**src/rtl/vx_stream_rr_arbiter.sv**
```systemverilog
// Round-robin many-to-one valid/ready stream arbiter with optional packet lock
// and an optional 2-entry skid buffer on the output side.
module vx_stream_rr_arbiter #(
    parameter int NUM_REQS     = 4,
    parameter int DATAW        = 32,
    parameter bit LOCK_PKT     = 1'b1,
    parameter bit OUT_REG      = 1'b1,
    parameter int LOG_NUM_REQS = (NUM_REQS > 1) ? $clog2(NUM_REQS) : 1
) (
    input  logic                           clk,
    input  logic                           reset,
    input  logic [NUM_REQS-1:0]            valid_in,
    input  logic [NUM_REQS-1:0][DATAW-1:0] data_in,
    input  logic [NUM_REQS-1:0]            last_in,
    output logic [NUM_REQS-1:0]            ready_in,
    output logic                           valid_out,
    output logic [DATAW-1:0]               data_out,
    output logic                           last_out,
    output logic [LOG_NUM_REQS-1:0]        sel_out,
    input  logic                           ready_out
);
    typedef logic [LOG_NUM_REQS-1:0] idx_t;
    typedef enum logic {IDLE, LOCKED} state_t;

    state_t state;
    idx_t   rr_ptr;
    idx_t   grant_idx;
    logic   hold;

    idx_t   cand_idx;
    idx_t   next_ptr;
    logic   cand_valid;
    logic   sink_ready;
    logic   fire;

    // A latched grant (packet lock or a presented-but-unaccepted beat) overrides the scan.
    always_comb begin : arb_scan
        idx_t c;
        c          = '0;
        cand_idx   = '0;
        cand_valid = 1'b0;
        if (state == LOCKED || hold) begin
            cand_idx   = grant_idx;
            cand_valid = valid_in[grant_idx];
        end else begin
            for (int unsigned i = 0; i < NUM_REQS; i++) begin
                c = idx_t'((32'(rr_ptr) + i) % NUM_REQS);
                if (!cand_valid && valid_in[c]) begin
                    cand_valid = 1'b1;
                    cand_idx   = c;
                end
            end
        end
    end

    always_comb begin
        next_ptr = (cand_idx == idx_t'(NUM_REQS - 1)) ? '0 : cand_idx + 1'b1;
        fire     = cand_valid & sink_ready;
        for (int unsigned g = 0; g < NUM_REQS; g++) begin
            ready_in[g] = reset & sink_ready & cand_valid & (cand_idx == idx_t'(g));
        end
    end

    always_ff @(posedge clk or negedge reset) begin
        if (!reset) begin
            state     <= IDLE;
            rr_ptr    <= '0;
            grant_idx <= '0;
            hold      <= 1'b0;
        end else if (fire) begin
            hold <= 1'b0;
            if (LOCK_PKT && !last_in[cand_idx]) begin
                state     <= LOCKED;
                grant_idx <= cand_idx;
            end else begin
                state  <= IDLE;
                rr_ptr <= next_ptr;
            end
        end else if (cand_valid && state == IDLE && !hold) begin
            hold      <= 1'b1;
            grant_idx <= cand_idx;
        end
    end

    if (OUT_REG) begin : g_skid
        typedef struct packed {
            logic [DATAW-1:0] data;
            logic             last;
            idx_t             sel;
        } entry_t;

        entry_t     mem [2];
        logic       wr_ptr;
        logic       rd_ptr;
        logic [1:0] count;
        logic       pop;

        assign sink_ready = (count != 2'd2);
        assign pop        = (count != 2'd0) & ready_out;

        always_ff @(posedge clk or negedge reset) begin
            if (!reset) begin
                mem[0] <= '0;
                mem[1] <= '0;
                wr_ptr <= 1'b0;
                rd_ptr <= 1'b0;
                count  <= '0;
            end else begin
                if (fire) begin
                    mem[wr_ptr] <= '{data: data_in[cand_idx], last: last_in[cand_idx], sel: cand_idx};
                    wr_ptr      <= ~wr_ptr;
                end
                if (pop) begin
                    rd_ptr <= ~rd_ptr;
                end
                count <= count + {1'b0, fire} - {1'b0, pop};
            end
        end

        assign valid_out = (count != 2'd0);
        assign data_out  = mem[rd_ptr].data;
        assign last_out  = mem[rd_ptr].last;
        assign sel_out   = mem[rd_ptr].sel;
    end else begin : g_comb
        assign sink_ready = ready_out;
        assign valid_out  = reset & cand_valid;
        assign data_out   = (reset && cand_valid) ? data_in[cand_idx] : '0;
        assign last_out   = reset & cand_valid & last_in[cand_idx];
        assign sel_out    = reset ? cand_idx : '0;
    end

endmodule

```
**config.mk**
```make
export PLATFORM = sky130hd
export DESIGN_NAME = vx_stream_rr_arbiter
export DESIGN_NICKNAME = d
export VERILOG_FILES = /design/src/rtl/vx_stream_rr_arbiter.sv
export SDC_FILE = /design/constraint.sdc
export NUM_CORES = 1
export LEC_CHECK = 0
export ABC_AREA = 1
export BUFFER_PORTS_ARGS = -buffer_cell sky130_fd_sc_hd__buf_2
export CAP_MARGIN = 15
export CORE_ASPECT_RATIO = 0.9
export CORE_MARGIN = 1
export CORE_UTILIZATION = 45
export CTS_BUF_LIST = sky130_fd_sc_hd__clkbuf_8
export DETAILED_ROUTE_END_ITERATION = 8
export GPL_TIMING_DRIVEN = 0
export PLACE_DENSITY = 0.81
export SLEW_MARGIN = 20
export SYNTH_ARGS = -nofsm -noshare
export SYNTH_HDL_FRONTEND = slang
export SYNTH_SLANG_ARGS = --single-unit
```
**constraint.sdc**
```tcl
create_clock -name clk -period 2.2 [get_ports clk]
set_input_delay 0.33 -clock clk [delete_from_list [all_inputs] [get_ports clk]]
set_output_delay 0.33 -clock clk [all_outputs]
set_load 0.01 [all_outputs]
```
==> results.py <==
metrics = {
    "outcome": {
        "outcome": "finished, violations left",
        "failed_checks": "hold timing, setup timing",
    },
    "floorplan": {
        "initial_core_util_pct": 46.2,
        "core_sq_um": 10900,
        "die_h_um": 102,
        "rows": 36,
        "dieArea_sq_um": 11600,
        "num_io_pins": 179,
        "die_w_um": 113,
    },
    "synthesis": {
        "seq_area_frac_synth_pct": 39.9,
        "synthCells": 792,
        "yosysMostFrequentCell": "nand2_1",
        "synth_top_area_share_pct": 40.7,
        "synth_largest_area_cell": "nand2_1",
        "ys_ff_latch": 80,
        "synth_area_sq_um": 5010,
        "synth-edff-count": 0,
        "avgSynthCellArea_sq_um": 6.33,
        "synthFlopType": "dfrtp_1",
        "synth_cell_types": 33,
        "synth_common_cells": "nand2_1, dfrtp_1, nand3_1",
        "synth_async_sr_flop_share_pct": 100,
        "synth_area_leaders": "nand2_1, dfrtp_1, nand3_1, buf_2, buf_4",
        "syn-num-nets": 933,
        "ys_warn_count": 0,
    },
    "setup_path": {
        "critPathMaxFanout": 8,
        "worstSetupPathType": "flip-flop to output port",
        "startpoint_type": "flip-flop",
        "rr_startpoint": "rr_ptr[0]",
        "r2r_slack_ns": -0.16,
        "timing.critical_path.required_ns": 1.87,
        "worstSetupEndpointType": "output port",
        "rr_endpoint": "g_skid.mem[3]",
        "ff2ff_path_depth": 19,
        "crit_start": "rr_ptr[0]",
        "arrival_ns": 2.17,
        "crit_end": "ready_in[0]",
    },
    "clock_network": {
        "numCtsBuffers": 9,
        "h-tree-depth": 3,
        "tritoncts": "done",
        "clock_latency_ns": 0.36,
        "cts_root_buf": "clkbuf_8",
        "clk_pin_slew_ns": 0.09,
        "clkSinkCount": 80,
        "cts_max_path_buffers": 2,
    },
    "routing": {
        "vias": 5808,
        "via_per_inst": 4.96,
        "drt-initial-drc-count": 366,
        "drcViolationCount": 0,
        "antenna_left": 0,
        "totalWireLength_um": 17100,
        "wire_per_inst_um": 14.6,
        "first_pass_iters": 5,
    },
    "timing": {
        "final.setup.tns_ns": -8.44,
        "report.final.slew_viol_count": 0,
        "finalHoldViolCount": 23,
        "worst_pin_slew_ns": 0.492,
        "fmax_mhz": 400,
        "setup_viol": 67,
        "fin_crit_sh_pct": 114,
        "fin_crit_ns": 2.50,
        "holdWs_ns": -0.138,
        "fin_skew_ns": 0.0106,
        "slew_headroom_pct": 67.2,
        "fin_ws_ns": -0.302,
        "rsz0062_at_grt": "true",
    },
    "finish": {
        "syn2layout_area_growth_pct": 52.1,
        "regArea_sq_um": 2000,
        "drive_gt1_share_pct": 40.2,
        "fill_cells": 917,
        "nNetsFinal": 1155,
        "multi_input_area_sq_um": 3430,
        "utilization_pct": 70.2,
    },
    "placed_design": {
        "gp_congestion": 0.805,
        "portBuffers": 178,
        "dp_hpwl_um": 11000,
    },
    "worst_hold_path": {
        "hold_path.class": "primary input to asynchronous set/reset pin",
    },
    "global_route": {
        "antenna_found_initial": 1,
        "grt_pass1_wl_um": 26200,
        "grt_pass1_vias": 5344,
        "grt_max_degree": 59,
        "grt_overflow": 0,
        "grt.total_usage_pct": 29.5,
    },
    "flow_run": {
        "drv_cap": 0,
    },
}
## registers in the layout (all words and copies together), names as in the netlist
name / cells
g_skid.wr_ptr: 1
g_skid.mem: 70
rr_ptr: 2
hold: 1
g_skid.rd_ptr: 1
grant_idx: 2
state: 1
g_skid.count: 2
## metal layers
layer  vias to the layer above  share of wire, %  GRT usage, %
met2                       205                49          50.2
met3                        32               5.7          5.69
li1                       2862                 -             -
met4                         0               2.3          9.62
met5                         -                 0             0
met1                      2709                43          38.3
## cell usage in the layout, fill, tap and decap left out, types with 3 or more instances in the layout
| cell type | Yosys | routed |
|---|---|---|
| buf_12 | 0 | 8 |
| buf_16 | 0 | 3 |
| buf_2 | 14 | 185 |
| buf_4 | 9 | 26 |
| buf_6 | 5 | 12 |
| buf_8 | 0 | 5 |
| clkbuf_16 | 0 | 3 |
| clkbuf_2 | 0 | 4 |
| clkbuf_8 | 0 | 10 |
| dfrtp_1 | 80 | 79 |
| inv_1 | 18 | 17 |
| inv_2 | 5 | 4 |
| nand2_1 | 544 | 469 |
| nand2_2 | 8 | 43 |
| nand2_4 | 1 | 39 |
| nand3_1 | 54 | 14 |
| nand3_2 | 1 | 26 |
| nand3_4 | 1 | 16 |
| nand4_1 | 3 | 3 |
| nor2_1 | 6 | 5 |
| nor2_4 | 3 | 6 |
| o21ai_0 | 9 | 9 |
## logic make-up after synthesis
kind of cell / after synthesis / share of synthesized area (%)
DFF: 80 / 39.9
AOI/OAI and AO/OA: 15 / 1.80
xor gates and xnor gates: 3 / 0.524
buffers and inverters: 64 / 6.71
and+or+nand+nor: 628 / 50.5
adders and majority gates: 2 / 0.499
## final cells by class
cell class,instances,share of cell area [%]
Buffer,37,4.96
Tap cell,152,2.49
Multi-Input combinational cell,648,45.1
Sequential cell,80,26.3
Clock inverter,6,0.640
Inverter,26,1.61
Clock buffer,10,1.81
Timing Repair Buffer,212,17.1
Antenna cell,1,0.0328
## timing repair
action	in CTS	in global routing
resized for setup	139	114
pin swaps	65	55
setup buffers	22	10
endpoints found under the hold margin	23	23
setup endpoints to repair	80	94
gates cloned	4	2
## critical path: stages (launching register included)
cell and delay, ns:
dfrtp_1 0.39, buf_6 0.16, clkinv_8 0.10, nand2_2 0.09, nand2_4 0.06, nand2_4 0.06
nand2_4 0.07, nand4_1 0.12, nand3_1 0.11, nand2_2 0.09, nand2_4 0.08, buf_12 0.14
nor2_8 0.09, inv_2 0.04, nor2_1 0.07, buf_2 0.13
## worst min-delay path by stage
stage / depth (start not counted) / start / to
2_1_floorplan: 0 / reset / g_skid.count[0]
6_report: 1 / reset / g_skid.mem[52]
5_1_grt: 1 / reset / g_skid.mem[15]
4_1_cts: 1 / reset / g_skid.mem[15]
3_3_place_gp: 2 / g_skid.mem[27] / g_skid.mem[27]
3_5_place_dp: 1 / reset / g_skid.mem[52]
## metrics by stage
stage          instance area, sq um  hold WS, ns  cells  worst slack (ns)
6_report                       7620       -0.138   1172            -0.302
5_1_grt                        7620       -0.134   1172            -0.425
4_1_cts                        7070       -0.140   1163            -0.301
3_5_place_dp                   6120        0.258   1123            -0.219
3_3_place_gp                   6090        0.461   1122            -0.525
2_1_floorplan                  5010       0.0344    792            0.0781
Power is not shown: default switching activity piles up to over one toggle a cycle in this logic, so the estimate is an artifact.
